**src/rtl/report_hex_frame_if.sv**
```systemverilog
// report_hex_frame_if
// Byte stream link from the hex status reporter to the UART transmitter.
//   data  : ASCII byte presented by the master
//   valid : master holds a byte on data
//   ready : slave takes the byte on a cycle where valid && ready
// Modports: master (reporter side), slave (UART side).
interface report_hex_frame_if;
    logic [7:0] data;
    logic       valid;
    logic       ready;

    modport master (output data, output valid, input ready);
    modport slave  (input data, input valid, output ready);
endinterface

```
**src/rtl/report_hex_frame.sv**
```systemverilog
// report_hex_frame
// Periodic or on-demand ASCII status reporter. It captures NUM_CH counter
// channels and an optional pair of error words, then streams a CR/LF
// terminated uppercase hex text frame, one byte at a time, over the tx link.
// Ports:
//   clk, rst_n  : clock, asynchronous active-low reset
//   enable      : allows periodic and forced frames to start
//   force_req   : single-cycle request for a frame now
//   ch_data     : channel i at [i*CH_WIDTH +: CH_WIDTH]
//   dump_en     : append the error line when set at snapshot time
//   dump_a/b    : error words (chip result, reference result)
//   tx          : byte stream master (data/valid out, ready in)
//   busy        : frame in progress, snapshot cycle through last accept
//   overrun     : sticky, a trigger arrived while one was already pending
module report_hex_frame #(
    parameter int CLK_FREQ    = 50_000_000,
    parameter int REPORT_FREQ = 2,
    parameter int NUM_CH      = 2,
    parameter int CH_WIDTH    = 32,
    parameter int DUMP_WIDTH  = 128,
    parameter int SEQ_DIGITS  = 3
) (
    input  logic                       clk,
    input  logic                       rst_n,
    input  logic                       enable,
    input  logic                       force_req,
    input  logic [NUM_CH*CH_WIDTH-1:0] ch_data,
    input  logic                       dump_en,
    input  logic [DUMP_WIDTH-1:0]      dump_a,
    input  logic [DUMP_WIDTH-1:0]      dump_b,
    report_hex_frame_if.master         tx,
    output logic                       busy,
    output logic                       overrun
);

    localparam int REPORT_COUNT = CLK_FREQ / REPORT_FREQ;
    localparam int CNT_W        = $clog2(REPORT_COUNT);
    localparam int SEQ_W        = 4 * SEQ_DIGITS;
    localparam int CH_DIGITS    = CH_WIDTH / 4;
    localparam int DUMP_DIGITS  = DUMP_WIDTH / 4;
    localparam int CH_LEN       = 4 + CH_DIGITS;
    localparam int ERR_LEN      = 2 * DUMP_DIGITS + 5;
    localparam int POS_W        = 16;

    typedef enum logic [1:0] {IDLE, SNAP, SEND} state_t;
    // Frame sections: sequence number, channel fields, first CR/LF, error line.
    typedef enum logic [1:0] {SEG_SEQ, SEG_CH, SEG_EOL, SEG_ERR} seg_t;

    state_t                     state;
    seg_t                       seg;
    logic [3:0]                 ch_idx;
    logic [POS_W-1:0]           pos;
    logic [CNT_W-1:0]           period_cnt;
    logic                       pending;
    logic [SEQ_W-1:0]           seq;
    logic [SEQ_W-1:0]           seq_snap;
    logic [NUM_CH*CH_WIDTH-1:0] ch_snap;
    logic [DUMP_WIDTH-1:0]      dump_a_snap;
    logic [DUMP_WIDTH-1:0]      dump_b_snap;
    logic                       dump_en_snap;
    logic [7:0]                 data_q;
    logic                       valid_q;

    logic                       tick;
    logic                       trigger;
    logic                       start_ok;
    seg_t                       nxt_seg;
    logic [3:0]                 nxt_ch;
    logic [POS_W-1:0]           nxt_pos;
    logic                       last_byte;
    logic [7:0]                 nxt_byte;
    logic [POS_W-1:0]           digit;
    logic [31:0]                shift;

    function automatic logic [7:0] hex_char(input logic [3:0] n);
        return (n < 4'd10) ? (8'h30 + {4'h0, n}) : (8'h37 + {4'h0, n});
    endfunction

    assign tx.data  = data_q;
    assign tx.valid = valid_q;
    assign busy     = (state != IDLE);

    assign tick     = enable && (period_cnt == CNT_W'(REPORT_COUNT - 1));
    assign trigger  = tick || force_req;
    // A trigger in this very cycle counts as pending, so a frame can be
    // snapped on the edge right after the trigger.
    assign start_ok = (pending || trigger) && enable;

    // Advance the byte cursor by one position within the frame layout and
    // flag the final byte, which depends on whether the error line was snapped.
    always_comb begin
        nxt_seg   = seg;
        nxt_ch    = ch_idx;
        nxt_pos   = pos + POS_W'(1);
        last_byte = 1'b0;
        unique case (seg)
            SEG_SEQ: begin
                if (pos == POS_W'(SEQ_DIGITS - 1)) begin
                    nxt_seg = SEG_CH;
                    nxt_ch  = 4'd0;
                    nxt_pos = '0;
                end
            end
            SEG_CH: begin
                if (pos == POS_W'(CH_LEN - 1)) begin
                    nxt_pos = '0;
                    if (ch_idx == 4'(NUM_CH - 1)) nxt_seg = SEG_EOL;
                    else                          nxt_ch  = ch_idx + 4'd1;
                end
            end
            SEG_EOL: begin
                if (pos == POS_W'(1)) begin
                    nxt_pos = '0;
                    if (dump_en_snap) nxt_seg   = SEG_ERR;
                    else              last_byte = 1'b1;
                end
            end
            SEG_ERR: begin
                if (pos == POS_W'(ERR_LEN - 1)) begin
                    nxt_pos   = '0;
                    last_byte = 1'b1;
                end
            end
        endcase
    end

    // Render the ASCII byte at the next cursor position from the snapshot.
    // Hex digits are counted from the least significant nibble, so the
    // position within a field is mirrored to print MSB first.
    always_comb begin
        nxt_byte = 8'h00;
        digit    = '0;
        shift    = '0;
        unique case (nxt_seg)
            SEG_SEQ: begin
                digit    = POS_W'(SEQ_DIGITS - 1) - nxt_pos;
                shift    = {14'h0, digit, 2'b00};
                nxt_byte = hex_char(4'(seq_snap >> shift));
            end
            SEG_CH: begin
                if (nxt_pos == POS_W'(0))      nxt_byte = 8'h20;
                else if (nxt_pos == POS_W'(1)) nxt_byte = 8'h43;
                else if (nxt_pos == POS_W'(2)) nxt_byte = hex_char(nxt_ch);
                else if (nxt_pos == POS_W'(3)) nxt_byte = 8'h3A;
                else begin
                    digit    = POS_W'(CH_DIGITS + 3) - nxt_pos;
                    shift    = 32'(nxt_ch) * 32'(CH_WIDTH) + {14'h0, digit, 2'b00};
                    nxt_byte = hex_char(4'(ch_snap >> shift));
                end
            end
            SEG_EOL: begin
                nxt_byte = (nxt_pos == POS_W'(0)) ? 8'h0D : 8'h0A;
            end
            SEG_ERR: begin
                if (nxt_pos == POS_W'(0))                        nxt_byte = 8'h45;
                else if (nxt_pos == POS_W'(1))                   nxt_byte = 8'h20;
                else if (nxt_pos < POS_W'(2 + DUMP_DIGITS)) begin
                    digit    = POS_W'(DUMP_DIGITS + 1) - nxt_pos;
                    shift    = {14'h0, digit, 2'b00};
                    nxt_byte = hex_char(4'(dump_a_snap >> shift));
                end
                else if (nxt_pos == POS_W'(2 + DUMP_DIGITS))     nxt_byte = 8'h20;
                else if (nxt_pos < POS_W'(3 + 2 * DUMP_DIGITS)) begin
                    digit    = POS_W'(2 * DUMP_DIGITS + 2) - nxt_pos;
                    shift    = {14'h0, digit, 2'b00};
                    nxt_byte = hex_char(4'(dump_b_snap >> shift));
                end
                else if (nxt_pos == POS_W'(3 + 2 * DUMP_DIGITS)) nxt_byte = 8'h0D;
                else                                             nxt_byte = 8'h0A;
            end
        endcase
    end

    // Period counter, trigger bookkeeping and the frame FSM. The first byte
    // is loaded during SNAP from the live seq, which is the value being
    // captured, so the stream starts on the cycle right after SNAP.
    always_ff @(posedge clk or negedge rst_n) begin
        if (!rst_n) begin
            state        <= IDLE;
            seg          <= SEG_SEQ;
            ch_idx       <= '0;
            pos          <= '0;
            period_cnt   <= '0;
            pending      <= 1'b0;
            overrun      <= 1'b0;
            seq          <= '0;
            seq_snap     <= '0;
            ch_snap      <= '0;
            dump_a_snap  <= '0;
            dump_b_snap  <= '0;
            dump_en_snap <= 1'b0;
            data_q       <= 8'h00;
            valid_q      <= 1'b0;
        end else begin
            if (!enable || tick) period_cnt <= '0;
            else                 period_cnt <= period_cnt + CNT_W'(1);

            // SNAP consumes the pending request; a trigger landing in the
            // same cycle re-arms it rather than counting as an overrun.
            if (state == SNAP) pending <= trigger;
            else if (trigger)  pending <= 1'b1;

            if (trigger && pending && (state != SNAP)) overrun <= 1'b1;

            unique case (state)
                IDLE: begin
                    if (start_ok) state <= SNAP;
                end
                SNAP: begin
                    seq_snap     <= seq;
                    ch_snap      <= ch_data;
                    dump_a_snap  <= dump_a;
                    dump_b_snap  <= dump_b;
                    dump_en_snap <= dump_en;
                    seq          <= seq + SEQ_W'(1);
                    seg          <= SEG_SEQ;
                    ch_idx       <= '0;
                    pos          <= '0;
                    data_q       <= hex_char(4'(seq >> (4 * (SEQ_DIGITS - 1))));
                    valid_q      <= 1'b1;
                    state        <= SEND;
                end
                SEND: begin
                    if (valid_q && tx.ready) begin
                        if (last_byte) begin
                            valid_q <= 1'b0;
                            data_q  <= 8'h00;
                            state   <= start_ok ? SNAP : IDLE;
                        end else begin
                            data_q  <= nxt_byte;
                            seg     <= nxt_seg;
                            ch_idx  <= nxt_ch;
                            pos     <= nxt_pos;
                        end
                    end
                end
                default: state <= IDLE;
            endcase
        end
    end

endmodule

```
**src/flat_wrapper.sv**
```systemverilog
// flat-port wrapper written by rule: the top's interface ports become plain ports
module report_hex_frame_flat 
#(
    parameter int CLK_FREQ    = 50_000_000,
    parameter int REPORT_FREQ = 2,
    parameter int NUM_CH      = 2,
    parameter int CH_WIDTH    = 32,
    parameter int DUMP_WIDTH  = 128,
    parameter int SEQ_DIGITS  = 3
)
  (clk, rst_n, enable, force_req, ch_data, dump_en, dump_a, dump_b, busy, overrun, tx_data, tx_valid, tx_ready);
  report_hex_frame_if tx_i ();
  input  logic clk;
  input  logic rst_n;
  input  logic enable;
  input  logic force_req;
  input  logic [NUM_CH*CH_WIDTH-1:0] ch_data;
  input  logic dump_en;
  input  logic [DUMP_WIDTH-1:0] dump_a;
  input  logic [DUMP_WIDTH-1:0] dump_b;
  output logic busy;
  output logic overrun;
  output wire logic [$bits(tx_i.data)-1:0] tx_data;
  output wire logic [$bits(tx_i.valid)-1:0] tx_valid;
  input wire logic [$bits(tx_i.ready)-1:0] tx_ready;
  assign tx_data = tx_i.data;
  assign tx_valid = tx_i.valid;
  assign tx_i.ready = tx_ready;
  report_hex_frame #(.CLK_FREQ(CLK_FREQ), .REPORT_FREQ(REPORT_FREQ), .NUM_CH(NUM_CH), .CH_WIDTH(CH_WIDTH), .DUMP_WIDTH(DUMP_WIDTH), .SEQ_DIGITS(SEQ_DIGITS)) u_core (.clk(clk), .rst_n(rst_n), .enable(enable), .force_req(force_req), .ch_data(ch_data), .dump_en(dump_en), .dump_a(dump_a), .dump_b(dump_b), .tx(tx_i), .busy(busy), .overrun(overrun));
endmodule
```
**config.mk**
```make
export PLATFORM = sky130hd
export DESIGN_NAME = report_hex_frame_flat
export DESIGN_NICKNAME = d
export VERILOG_FILES = /design/src/rtl/report_hex_frame_if.sv /design/src/rtl/report_hex_frame.sv /design/src/flat_wrapper.sv
export SDC_FILE = /design/constraint.sdc
export NUM_CORES = 1
export LEC_CHECK = 0
export ABC_AREA = 1
export CORE_ASPECT_RATIO = 1.2
export CORE_MARGIN = 4
export CORE_UTILIZATION = 50
export DETAILED_ROUTE_END_ITERATION = 10
export PLACE_DENSITY = 0.78
export SLEW_MARGIN = 20
export SYNTH_ARGS = -nofsm -noshare
export SYNTH_HDL_FRONTEND = slang
export SYNTH_SLANG_ARGS = --single-unit
export TNS_END_PERCENT = 20
```
**constraint.sdc**
```tcl
create_clock -name clk -period 5.31 [get_ports clk]
set_input_delay 0.7965 -clock clk [delete_from_list [all_inputs] [get_ports clk]]
set_output_delay 0.7965 -clock clk [all_outputs]
set_load 0.02 [all_outputs]
```
==> summary.md <==
| Metric | Value |
|---|---|
| Final Cycle Share | `slightly above 90%` |
| Hold Crit Class | `primary input to async pin` |
| Max FO, Critical Path | `19` |
| Final core occ | `62.7%` |
| Total congestion overflow | `0` |
| TritonCTS Buffers | `42` |
| CP max stage delay | `between 400 and 500 ps` |
| DRC | `0` |
| Final setup viols | `0` |
| Routability cong. | `slightly above 0.9` |
| Top cells by area, synth | `dfrtp_1 (46%), nand2_1 (16%), o21ai_0 (7.9%)` |
| CP required | `5760 ps` |
| Initial antenna violation count | `2` |
| Vias in the first global route | `about 21000` |
| Drt wl/cell | `around 18 um` |
| Register area share after synthesis | `a little under half` |
| Reg2reg start | `u_core.pos[1]` |
| H-tree depth reported by CTS | `2` |
| Area after DPL | `between 20000 and 30000 um^2` |
| Die Span X | `about 200 um` |
| Die area | `47700 um^2` |
| Design area | `approximately 27000 um^2` |
| CP Capture Type | `flop` |
| Crit path launch type | `flop` |
| Mapped Area | `between 20000 and 25000 um^2` |
| Slew Limit Fails | `0` |
| DIE HEIGHT | `238 um` |
| WP depth | `32` |
| Mapped Cells | `around 3000` |
| Nets | `approximately 3700` |
| Post-synth ARST share | `100%` |
| Peak Freq | `204 MHz` |
| CP max stage cell | `dfrtp_1` |
| Final TNS setup | `0 ps` |
| Routed WL | `between 60000 and 70000 um` |
| CP arrival | `approximately 5400 ps` |
| Critical Path Source | `u_core.pos[1]` |
| Peak supply drop | `0.252 mV` |
| Filler instances | `3804` |
| Leakage power | `between 0.01 and 0.015 uW` |
| YS warnings | `0` |
| Clock skew | `15.8 ps` |
| Post-synthesis register bit count | `slightly above 400` |
| Final hold violations | `0` |
| Cell mode on critical path | `nand2_1` |
| DRT iter0 DRCs | `1797` |
| EDFF count, synth | `0` |
| CP bufs+invs | `8` |
| Post-Syn Nets | `~3400` |
| Worst-Margin Slew | `1140 ps` |
| Kind of critical path | `flop to flop` |
| Minimum clock period | `4900 ps` |
| R2r worst-path depth | `32` |
| GRT Total Usage | `approximately 28%` |
| Layout cell share with drive strength beyond 1 | `under 10%` |
| Core area | `43800 um^2` |
| Avg Inst Size Synth | `7.33 um^2` |
| Slew HR | `between 20% and 30%` |
| R2R setup slack | `about 400 ps` |
| Clock transition at path regs | `approximately 60 ps` |
| CTS root buf | `clkbuf_16` |
| CTS Sinks | `roughly 400` |
| Tot Pwr | `13700 uW` |
| CP Capture Point | `u_core.tx.data[2]` |
| Setup slack after layout | `about 410 ps` |
| Clock Path Buffers | `3` |
| RSZ-0062 raised after global routing | `no` |
| Starting Density | `about half` |
| Post-synth top area share | `45.7%` |
| Vias/cell | `5.54` |
| Clock Latency Late Sink | `580 ps` |
| Pwr dens | `roughly 500 nW/um^2` |
| CTS tree | `built` |
| Port bufs | `between 300 and 400` |
| Status | `completed` |
| Area Overhead vs Synth | `24.2%` |
| Critical register-to-register path endpoint | `u_core.tx.data[2]` |
| Main flop type after synthesis | `dfrtp_1` |
| Netlist cell types | `57` |
| DRT Pass-1 Iters | `8` |
| Antenna Nets Post-Route | `0` |
| Rows | `between 80 and 90` |
| I/O pins | `between 300 and 400` |
| Via count | `21527` |
| Setup WS pre-CTS | `between 100 and 150 ps` |
| Post-synth top area cell | `dfrtp_1` |
| DP HPWL | `approximately 49000 um` |
| CTS Hold Bufs | `0` |
| Pin count of the biggest net entering global routing | `~200` |
| Global-route wire length before repair | `between 100000 and 150000 um` |
| Max Cap Viol | `0` |
| Crit-path leading delay family | `simple AND/OR/NAND/NOR gates` |
[where the power goes]
| part | internal (uW) | switching, uW |
|---|---|---|
| clock | 1840 | 1260 |
| sequential | 4380 | 534 |
| combinational | 1830 | 3850 |
[stage by stage]
| step | std cells | hold slack, ps |
|---|---|---|
| after floorplan | 3021 | 433 |
| after CTS | 3880 | 270 |
| after global routing | 3884 | 274 |
| after global placement | 3805 | 450 |
| final | 3884 | 242 |
| after detailed placement | 3805 | 453 |
[sequential cells by signal (all words and copies together), names as in the netlist, 4 cells and up]
signal and flops:
u_core.dump_a_snap 128, u_core.dump_b_snap 128, u_core.ch_snap 64, u_core.period_cnt 25
u_core.pos 16, u_core.seq 12, u_core.seq_snap 12, u_core.tx.data 7
u_core.ch_idx 4
[cells by family after synthesis]
| family | after synthesis | share of synthesized area, % |
|---|---|---|
| buf+inv | 480 | 8.40 |
| xor+xnor | 36 | 1.53 |
| flops | 404 | 45.7 |
| other cells | 1 | 0.0169 |
| fa+ha+maj | 35 | 2.01 |
| compound gates | 622 | 14.9 |
| simple gates | 1443 | 27.5 |
[how the worst min path moves through the flow]
stage / startpoint / end / slack (ps) / depth (start not counted)
final: rst_n / u_core.dump_b_snap[82] / 240 / 1
after detailed placement: u_core.ch_snap[41] / u_core.ch_snap[41] / 450 / 2
after global placement: u_core.dump_a_snap[125] / u_core.dump_a_snap[125] / 450 / 2
after global routing: rst_n / u_core.dump_b_snap[82] / 270 / 1
after CTS: rst_n / u_core.dump_b_snap[82] / 270 / 1
after floorplan: u_core.period_cnt[0] / u_core.period_cnt[0] / 430 / 1
[layout by cell type, fill, tap and decap left out, types with 31 or more instances in the layout]
| cell | synthesis | layout |
|---|---|---|
| nand2_1 | 957 | 952 |
| xor2_1 | 31 | 31 |
| o21ai_0 | 349 | 347 |
| buf_4 | 7 | 33 |
| clkdlybuf4s50_1 | 0 | 334 |
| nor2_1 | 140 | 139 |
| dfrtp_1 | 404 | 404 |
| a21oi_1 | 193 | 191 |
| inv_1 | 321 | 319 |
| ha_1 | 34 | 33 |
| clkbuf_16 | 0 | 42 |
| nand3_1 | 220 | 218 |
[routing by layer]
metal	vias to the layer above	track usage [%]	wire (um)	share of wire [%]
li1	10297	-	-	-
met1	10217	38.1	28400	41
met2	839	46.8	33400	48
met3	172	3.97	4330	6.3
met4	2	10.7	2740	4.0
met5	-	0	13	0.019
[synthesized netlist by cell type (3+ instances only)]
cell	number
nand2_1	957
dfrtp_1	404
o21ai_0	349
inv_1	321
nand3_1	220
a21oi_1	193
nor2_1	140
clkbuf_1	108
ha_1	34
xor2_1	31
nor3_1	30
nand4_1	29
o22ai_1	24
buf_2	23
nor2_2	15
nand2_2	12
nor3b_1	12
inv_2	11
o211ai_1	10
a31oi_1	7
buf_4	7
nor4_1	7
o21ai_1	7
o221ai_1	7
buf_1	6
nor2_4	6
a211oi_1	5
clkinv_1	3
nand3_2	3
o21a_1	3
xor2_2	3
[final cells by class]
class                           instances  area, um^2  area share, %
Tap cell                              559         699           2.54
Sequential cell                       404       10100           36.8
Clock inverter                         13         239          0.870
Timing Repair Buffer                  372        3690           13.4
Inverter                              336        1270           4.63
Antenna cell                            1        2.50        0.00911
Multi-Input combinational cell       2137       10300           37.3
Clock buffer                           62        1220           4.43
[worst register-to-register path: cells and delay by family, from the launching register on]
family	cells	cell delay (ps)
AO/OA/AOI/OAI	2	210
adder cells (fa/ha/maj)	3	660
buffers and inverters	8	1290
flip-flops	1	410
AND/OR/NAND/NOR	19	2200
[what timing repair did]
item	4_1_cts	5_1_grt
setup endpoints to repair	0	7
buffers inserted	0	3
gates resized for setup	0	18
Power figures use the tool's default switching activity.
